==> config.mk <==
export PLATFORM = sky130hd
export DESIGN_NAME = serial_code_converter
export DESIGN_NICKNAME = d
export VERILOG_FILES = /design/src/rtl/serial_code_converter.sv
export SDC_FILE = /design/constraint.sdc
export NUM_CORES = 1
export LEC_CHECK = 0
export CORE_UTILIZATION = 37
export CTS_CLUSTER_DIAMETER = 100
export CTS_CLUSTER_SIZE = 16
export DETAILED_ROUTE_END_ITERATION = 10
export HOLD_SLACK_MARGIN = 0.08
export PLACE_DENSITY = 0.62
export RECOVER_POWER = 100
export SLEW_MARGIN = 20
export SYNTH_ARGS = -nofsm -noshare
export SYNTH_HDL_FRONTEND = slang
export SYNTH_SLANG_ARGS = --single-unit
==> constraint.sdc <==
create_clock -name clk -period 2.7 [get_ports clk]
set_input_delay 0.405 -clock clk [delete_from_list [all_inputs] [get_ports clk]]
set_output_delay 0.405 -clock clk [all_outputs]
set_load 0.01 [all_outputs]
==> src/rtl/serial_code_converter.sv <==
// serial_code_converter: serial-in word of packed decimal digits, converted
// per digit XS3<->BCD with per-digit error flags and a one-cycle valid pulse.
module serial_code_converter #(
  parameter int DIGITS    = 4,
  parameter bit LSB_FIRST = 1'b1
) (
  input  logic                  clk,
  input  logic                  rst_n,
  input  logic                  mode,
  input  logic                  bit_in,
  input  logic                  bit_valid,
  input  logic                  sync,
  output logic [4*DIGITS-1:0]   out_data,
  output logic [DIGITS-1:0]     out_err,
  output logic                  out_valid,
  output logic                  busy
);
  localparam int W  = 4 * DIGITS;
  localparam int CW = $clog2(W);
  typedef enum logic [1:0] {IDLE, SHIFT, OUT} state_t;
  state_t        state, state_d;
  logic [CW-1:0] cnt, cnt_d, idx, pos;
  logic [W-1:0]  sr, sr_d, word, data_d;
  logic [DIGITS-1:0] err_d;
  logic          mode_q, mode_d, start, last;

  function automatic logic [4:0] conv(input logic [3:0] d, input logic m);
    if (m) return d <= 4'd9 ? {1'b0, d + 4'd3} : 5'h10;
    return (d >= 4'd3 && d <= 4'd12) ? {1'b0, d - 4'd3} : 5'h10;
  endfunction

  // A bit outside SHIFT, or any bit with sync, opens a new word.
  always_comb begin
    start = bit_valid && (sync || state != SHIFT);
    last  = bit_valid && !sync && state == SHIFT && cnt == CW'(W - 1);
    idx   = start ? '0 : cnt;
    pos   = LSB_FIRST ? idx : CW'(W - 1) - idx;
    word  = start ? '0 : sr;
    word[pos] = bit_in;
    data_d = '0;
    err_d  = '0;
    for (int k = 0; k < DIGITS; k++)
      {err_d[k], data_d[4*k +: 4]} = conv(word[4*k +: 4], mode_q);
    state_d = state == OUT ? IDLE : state;
    cnt_d   = cnt;
    sr_d    = sr;
    mode_d  = mode_q;
    if (sync && !bit_valid) begin
      state_d = IDLE;
      cnt_d   = '0;
      sr_d    = '0;
    end else if (start) begin
      state_d = SHIFT;
      cnt_d   = CW'(1);
      sr_d    = word;
      mode_d  = mode;
    end else if (last) begin
      state_d = OUT;
      cnt_d   = '0;
      sr_d    = '0;
    end else if (bit_valid) begin
      cnt_d = cnt + CW'(1);
      sr_d  = word;
    end
  end

  always_ff @(posedge clk or negedge rst_n) begin
    if (!rst_n) begin
      state    <= IDLE;
      cnt      <= '0;
      sr       <= '0;
      mode_q   <= 1'b0;
      out_data <= '0;
      out_err  <= '0;
    end else begin
      state  <= state_d;
      cnt    <= cnt_d;
      sr     <= sr_d;
      mode_q <= mode_d;
      if (last) begin
        out_data <= data_d;
        out_err  <= err_d;
      end
    end
  end

  assign out_valid = state == OUT;
  assign busy      = state == SHIFT;
endmodule

# Word level (Yosys, flattened, before mapping)
# Index checks and enable logic that the tools add are counted.
# word_totals
reg_bits	43
latch_bits	0
ram_bits	0
rom_bits	0
in_bits	6
out_inout_bits	22
word_cells	84
mem_count	0
# op_classes
add_sub_neg	9
n_mul	0
n_div	0
magnitude_cmp	14
eq_ne	4
shifts	0
n_mux	34
bitwise	1
n_reduce_logical	16
# op_table
cell	n
16-bit two-way mux	5
5-bit two-way mux	16
4-bit less-or-equal comparator (second input constant)	8
4-bit two-way mux	5
4-bit by 2-bit adder with 4-bit output (second input constant)	4
16-bit bitwise mux	1
4-bit by 2-bit greater-or-equal comparator with 1-bit output (second input constant)	4
4-bit by 2-bit subtractor with 4-bit output (second input constant)	4
1-bit logical AND	10
2-bit two-way mux	4
4-bit nonzero test	2
4-bit by 5-bit less-than comparator with 1-bit output (second input constant)	1
4-bit by 1-bit adder with 4-bit output (second input constant)	1
1-bit demux with 4-bit select	1
4-bit equality test (second input constant)	1
4-bit by 1-bit greater-or-equal comparator with 1-bit output (second input constant)	1
2-bit by 1-bit equality test with 1-bit output (second input constant)	1
2-bit equality test (second input constant)	1
1-bit zero test	2
1-bit two-way mux	2
2-bit by 1-bit != test with 1-bit output (second input constant)	1
2-bit AND reduction	1
1-bit logical OR	1
1-bit inverter	1

# Logic depth before layout (Yosys ltp)
# Gate-level depths: netlist (run 1).
# depth
depth_word	13
depth_mapped	13
depth_no_buf	10

# Worst setup path after synthesis (run 1)
# OpenSTA, ideal clock, no wires.
# synth_timing
path_type	in2reg
from	in sync
to	reg out_data[3]
setup_time_ns	0.129
t_arrival_ns	2.497
required_time_ns	2.571
path_slack_ns	0.075
stages	12
path_buffers	4
cell_sequence	buf_2 o21a_1 buf_2 clkbuf_1 buf_2 nor2_1 inv_1 ha_1 or4_1 o311a_1 o211ai_1 nand3_1
# synth_between
elab_chain_cells	12
word_cells_on_any_way	24
classes_between	add/sub (2); order compare (5); mux (9); reduce/logical (8)
# synth_rtl
element	line	rtl
from (decl)	12	input logic sync,
1-bit logical OR	34	start = bit_valid && (sync || state != SHIFT);
1-bit logical AND	34	
4-bit two-way mux	36	idx = start ? '0 : cnt;
4-bit by 5-bit less-than comparator with 1-bit output (not written as such) / 4-bit by 1-bit greater-or-equal comparator with 1-bit output (equally long branches)	39	word[pos] = bit_in;
1-bit logical AND (not written as such)	39	
1-bit two-way mux (not written as such)	39	
1-bit demux with 4-bit select	39	
16-bit bitwise mux	39	
4-bit by 2-bit adder with 4-bit output, or another cell as far along	28	if (m) return d <= 4'd9 ? {1'b0, d + 4'd3} : 5'h10;
5-bit two-way mux / 1-bit logical AND (equally long branches)	28, 29	
5-bit two-way mux, on equally long branches	28, 29	
5-bit two-way mux	29	return (d >= 4'd3 && d <= 4'd12) ? {1'b0, d - 4'd3} : 5'h10;
to (signal assigned)	81	out_data <= data_d;
to (decl)	13	output logic [4*DIGITS-1:0] out_data,
# Several ways; a longest one is shown, not always the timed one. The select of a mux whose other input is x is not followed.
# A chain may end at the register's enable or synchronous reset.

# Worst setup path in the final report (run 1)
# layout_timing
from	reg cnt[2]
to	reg out_data[10]
# layout_between
elab_chain_cells	10
word_cells_on_any_way	19
classes_between	add/sub (2); order compare (5); eq/ne (1); mux (8); reduce/logical (3)
# layout_rtl
element	line	rtl
from (decl)	22	logic [CW-1:0] cnt, cnt_d, idx, pos;
from (signal assigned)	77	cnt <= cnt_d;
4-bit two-way mux	36	
4-bit by 5-bit less-than comparator with 1-bit output (not written as such) / 4-bit by 1-bit greater-or-equal comparator with 1-bit output (equally long branches)	39	
1-bit logical AND (not written as such)	39	
1-bit two-way mux (not written as such)	39	
1-bit demux with 4-bit select	39	
16-bit bitwise mux	39	
4-bit by 2-bit adder with 4-bit output, or another cell as far along	28	
5-bit two-way mux / 1-bit logical AND (equally long branches)	28, 29	
5-bit two-way mux, on equally long branches	28, 29	
5-bit two-way mux	29	
# Several ways; a longest one is shown, not always the timed one. The select of a mux whose other input is x is not followed.

==> results of run 1 <==
logic make-up (layout without fill, tap and decap cells):
kind of cell,Yosys count,in the layout
AND/OR/NAND/NOR,118,118
buffers and inverters,35,87
AO/OA/AOI/OAI,97,97
XOR/XNOR,4,4
multiplexers,23,23
adder cells (fa/ha/maj),11,11
flip-flops,43,43
per-stage QoR:
step / instance area [sq um] / power, uW
after floorplan: 3173 / 857.3
after global placement: 3745 / 951.2
after detailed placement: 3745 / 953.4
after CTS: 3847 / 1463
after global routing: 3850 / 1518
final: 3850 / 1452
flip-flops by register name, indices dropped and copies added, names as in the netlist:
register	flops
out_data	16
cnt	4
sr	16
state	2
mode_q	1
out_err	4
routing by layer:
| metal | part of all wire [%] | routed length, um | vias up |
|---|---|---|---|
| li1 | - | - | 1341 |
| met1 | 50 | 3863 | 1308 |
| met2 | 46 | 3576 | 50 |
| met3 | 3.3 | 254 | 4 |
| met4 | 0.63 | 49 | 0 |
| met5 | 0 | 0 | - |
layout make-up:
class                      count  share of cell area, %
clock inverter                 1                 0.7800
inverter                       9                 0.8775
sequential                    43                  27.98
tap                          105                  3.412
timing repair buffer          71                  15.76
clock buffer                   6                  1.885
multi-input combinational    253                  49.30
worst min path at each step:
| stage | startpoint | endpoint | slack [ns] | cells after the start |
|---|---|---|---|---|
| 6_report | rst_n | out_data[10] | 0.31 | 1 |
| 5_1_grt | rst_n | out_data[10] | 0.42 | 1 |
| 3_5_place_dp | out_data[4] | out_data[4] | 0.47 | 2 |
| 4_1_cts | rst_n | out_data[10] | 0.32 | 1 |
| 3_3_place_gp | out_data[13] | out_data[13] | 0.46 | 1 |
| 2_1_floorplan | rst_n | cnt[0] | 0.11 | 0 |
critical path, cell delays in order, from the launching register on:
cell and delay, ns:
dfrtp_2 0.50, buf_4 0.20, nor4b_4 0.28, mux2i_1 0.13
nor2_1 0.21, ha_1 0.29, nor2_1 0.07, a32o_1 0.24
or4_1 0.51
cells in the mapped netlist (all sizes together), types with 4 or more instances:
| cell type | n |
|---|---|
| nor2 | 35 |
| dfrtp | 43 |
| a31oi | 5 |
| a22o | 10 |
| nand2 | 30 |
| nor3 | 8 |
| o211ai | 6 |
| nor4b | 5 |
| a21oi | 16 |
| buf | 17 |
| nand4b | 5 |
| nand3 | 7 |
| or3 | 4 |
| inv | 9 |
| mux2 | 5 |
| o21ai | 24 |
| mux2i | 18 |
| clkbuf | 9 |
| ha | 11 |
| o31ai | 6 |
| and4bb | 6 |
where the power goes:
group / leakage (uW) / switching, uW / total [uW] / internal [uW]
registers: 0.000590 / 21.3 / 676 / 655
logic: 0.00115 / 154 / 267 / 113
clock network: 0.0000513 / 238 / 510 / 272
total: 0.00179 / 413 / 1450 / 1040
what timing repair did:
action,in CTS,in global routing
setup buffers,0,1
gates resized for setup,0,4
setup endpoints to repair,0,6
hold endpoints to repair,0,0
==> results_dict.tcl, run 1 <==
set metrics [dict create \
    outcome "finished clean" \
    dieWidth_um 94.61 \
    synth_cell_types 69 \
    drtIter0Drc 122 \
    antenna_found_initial 0 \
    hpwlAfterDp_mm 5.540 \
    hold_class "input pin to asynchronous set/reset pin" \
    crit_path_end "out_data[10]" \
    fmaxAchievable_ghz 0.3925 \
    synth_fa_ha_area_share_pct 4.338 \
    overflow 0 \
    cts_tree "built" \
    grt_pass1_wl_mm 13.12 \
    initial_core_util_pct 38.42 \
    peakVddDrop_v 0.0001866 \
    ys_seq_area_share_pct 33.91 \
    grt_pass1_vias 2633 \
    worst-setup-path-type "flop to flop" \
    layout-drive-gt1-share_pct 21.67 \
    seq_area_sq_um 1077 \
    post-place-ws_ns -0.04211 \
    worst_setup_path_end_kind "flop" \
    p_leak_uw 0.001793 \
    worst-slew-pin-transition_ns 1.145 \
    synthArstFlopShare_pct 100.0 \
    grt_max_degree 44 \
    grt_use_met1_pct 26.43 \
    yosysTopAreaCell "dfrtp_1" \
    required_ns 2.88 \
    path_max_fanout 10 \
    globalplace.congestion 0.8950 \
    nNetsFinal 400 \
    met2_usage_pct 29.44 \
    place_inst 480 \
    arrival_ns 2.73 \
    synth_edf_count 0 \
    vias 2703 \
    synth_area_sq_um 3173 \
    synth_area_leaders "dfrtp_1, ha_1, mux2i_4" \
    antenna_cells 0 \
    clock_latency_ns 0.31 \
    critical_path.startpoint_type "flop" \
    drcViolationCount 0 \
    yosysWarnings 0 \
    io_buffers 27 \
    wl_mm 7.744 \
    setup_viol 0 \
    die_area_sq_um 8950 \
    ioPinCount 28 \
    grt_busiest_layer "met2" \
    drv_cap 0 \
    cts_buffer_depth 2 \
    numCtsBuffers 5 \
    ctsHtreeMaxLevel 2 \
    muxShareOfSynthArea_pct 10.17 \
    num-fill-cells 805 \
    coreArea_sq_um 8258 \
    syn-num-nets 348 \
    area_delta_synth_final_pct 21.33 \
    hold_violations 0 \
    final_common_cell "dfrtp_1" \
    stdcell_count 488 \
    startpoint "cnt[2]" \
    synth-seq-cells 43 \
    viasPerCell 5.539 \
    syn-instance-count 331 \
    worst_setup_hold_path_clk_slew_ns 0.09 \
    ant_nets 0 \
    r2r_start "cnt[2]" \
    min_period_ns 2.548 \
    slew_violations 0 \
    setup_ws_ns 0.1525 \
    dieHeight_um 94.61 \
    row_count 33 \
    drtPass1Iterations 5 \
    synth_simple_gate_area_share_pct 22.87 \
    synth_xor_area_share_pct 1.104 \
    relSlewSlack_pct 23.67 \
    setup_tns_ns 0 \
    whs_ns 0.3139 \
    postCtsHoldBufs 0 \
    post_drt_wl_per_cell_um 15.87 \
    synth_compound_area_share_pct 21.10 \
    reg2reg_slack_ns 0.15 \
    fin_util_pct 46.62 \
    reg2regPathDepth 8 \
    period_share_pct 94.35 \
    synth_top_area_share_pct 33.91 \
    fin_worst_skew_ns 0.01219 \
    synth_top_family_by_area "simple AND/OR/NAND/NOR gates" \
    grt_util_met3_pct 3.221 \
    avgSynthCellArea_sq_um 9.586 \
    r2r-end "out_data[10]" \
    grt_usage_pct 18.80 \
    synth_flop_cell "dfrtp_1" \
    cts_root_buf "clkbuf_8" \
    multi_input_area_sq_um 1898 \
    mostFrequentLayoutCells "dfrtp_1, buf_4, nor2_1, nand2_1" \
    power_density_nw_per_um2 377.2 \
    cts.sinks 43 \
]
(Power assumes the default switching activity.)
==> inputs of run 2 (changes only) <==
--- a/config.mk
+++ b/config.mk
@@ -5,12 +5,14 @@
 export SDC_FILE = /design/constraint.sdc
 export NUM_CORES = 1
 export LEC_CHECK = 0
+export CELL_PAD_IN_SITES_DETAIL_PLACEMENT = 1
+export CELL_PAD_IN_SITES_GLOBAL_PLACEMENT = 1
 export CORE_UTILIZATION = 37
 export CTS_CLUSTER_DIAMETER = 100
 export CTS_CLUSTER_SIZE = 16
 export DETAILED_ROUTE_END_ITERATION = 10
 export HOLD_SLACK_MARGIN = 0.08
-export PLACE_DENSITY = 0.62
+export PLACE_DENSITY = 0.75
 export RECOVER_POWER = 100
 export SLEW_MARGIN = 20
 export SYNTH_ARGS = -nofsm -noshare
==> results_dict.tcl, run 2 (synthesis gave the netlist of run 1 again) <==
set metrics [dict create \
    power_density_nw_per_um2 367.7 \
    ant_nets 0 \
    antenna_cells 0 \
    ioPinCount 28 \
    arrival_ns 2.85 \
    drv_cap 0 \
    worst_setup_hold_path_clk_slew_ns 0.09 \
    hpwlAfterDp_mm 6.623 \
    required_ns 2.89 \
    area_delta_synth_final_pct 24.09 \
    period_share_pct 98.45 \
    overflow 0 \
    hold_class "input pin to asynchronous set/reset pin" \
    place_area_sq_um 3807 \
    clock_latency_ns 0.31 \
    io_buffers 27 \
    p_leak_uw 0.001843 \
    coreArea_sq_um 8258 \
    viasPerCell 5.710 \
    worst-slew-pin-transition_ns 1.215 \
    r2r-end "out_data[3]" \
    fin_worst_skew_ns 0.008772 \
    die_area_sq_um 8950 \
    grt_pass1_vias 2901 \
    wl_mm 9.334 \
    layout-drive-gt1-share_pct 25.32 \
    startpoint "cnt[3]" \
    ctsHtreeMaxLevel 2 \
    relSlewSlack_pct 19.03 \
    rsz0062_at_grt "true" \
    peakVddDrop_v 0.0001988 \
    min_period_ns 2.658 \
    globalplace.congestion 0.8128 \
    row_count 33 \
    grt_usage_pct 22.11 \
    setup_viol 0 \
    reg2reg_slack_ns 0.04 \
    worst_setup_path_end_kind "flop" \
    numCtsBuffers 5 \
    final_area_sq_um 3938 \
    reg.largest.list "out_data: 16 flops, sr: 16 flops" \
    cts_buffer_depth 2 \
    hold_violations 0 \
    post-place-ws_ns -0.1412 \
    cts_root_buf "clkbuf_8" \
    antenna_found_initial 0 \
    postCtsHoldBufs 0 \
    critical_path.startpoint_type "flop" \
    grt_pass1_wl_mm 15.17 \
    drtIter0Drc 110 \
    dieHeight_um 94.61 \
    drtPass1Iterations 4 \
    fmaxAchievable_ghz 0.3762 \
    cts.sinks 43 \
    outcome "finished clean" \
    worst-setup-path-type "flop to flop" \
    slew_violations 0 \
    reg2regPathDepth 8 \
    nNetsFinal 411 \
    mostFrequentLayoutCells "buf_4, dfrtp_1, nor2_1, nand2_1, dlygate4sd3_1" \
    setup_ws_ns 0.04182 \
    initial_core_util_pct 38.42 \
    path_max_fanout 7 \
    post_drt_wl_per_cell_um 18.67 \
    r2r_start "cnt[3]" \
    dieWidth_um 94.61 \
    vias 2855 \
    final_common_cell "buf_4" \
    grt_max_degree 24 \
    drcViolationCount 0 \
    cts_tree "built" \
]
## run 2: cell count changes in the layout (fill, tap and decap cells not counted), moves of 2 or more
cell and delta:
buf_4 +12, nor2_2 +2, clkbuf_8 +2, nor2_1 -2, o21ai_1 +2, o21ai_0 -2
## run 2: cell type report
type	instances	area (sq um)
multi-input combinational	253	1917
sequential	43	1077
fill	969	4320
tap	105	131.4
inverter	9	33.78
timing repair buffer	82	678.2
clock buffer	8	100.1
## run 2: repair_timing
action                     CTS  global route
resized for setup            0             7
setup endpoints to repair    0            10
setup buffers                0             2
## run 2: critical path, cell delays in order (launching register included)
cell and delay (ns):
dfrtp_1 0.51, o41ai_1 0.61, mux2i_2 0.18, buf_4 0.17, ha_1 0.18, or4_1 0.53
o311a_1 0.17, o211ai_1 0.10, nand3_1 0.09
## run 2: metrics by stage
step | power (uW) | hold slack [ns] | instances | setup TNS [ns] | utilization (%)
CTS | 1444 | 0.08117 | 498 | 0 | 47.32
detailed placement | 968.6 | 0.4131 | 490 | -0.8224 | 46.11
global route | 1513 | 0.4582 | 500 | -0.2101 | 47.68
floorplan | 857.3 | 0.1094 | 331 | 0 | -
finish | 1448 | 0.3291 | 500 | 0 | 47.68
global placement | 957.3 | 0.4008 | 490 | -0.07700 | 46.11
## run 2: power breakdown
group / switching, uW / total (uW) / internal, uW
registers: 24.2 / 679 / 654
clock network: 242 / 476 / 234
logic: 170 / 293 / 123
## run 2: worst max path at each step
stage / endpoint / slack, ns / cells after the start
global placement: out_data[0] / -0.06 / 10
detailed placement: out_data[3] / -0.14 / 9
floorplan: out_data[3] / 0.07 / 12
CTS: out_data[3] / 0.11 / 9
finish: out_data[3] / 0.04 / 8
global route: out_data[3] / -0.09 / 9
## run 2: metal layers
layer | global-route usage (%) | up-vias | routed length [um]
met1 | 29.24 | 1453 | 4355
met5 | 0 | - | 0
met2 | 38.01 | 37 | 4668
met3 | 2.657 | 9 | 220
met4 | 5.808 | 0 | 89
li1 | - | 1356 | -
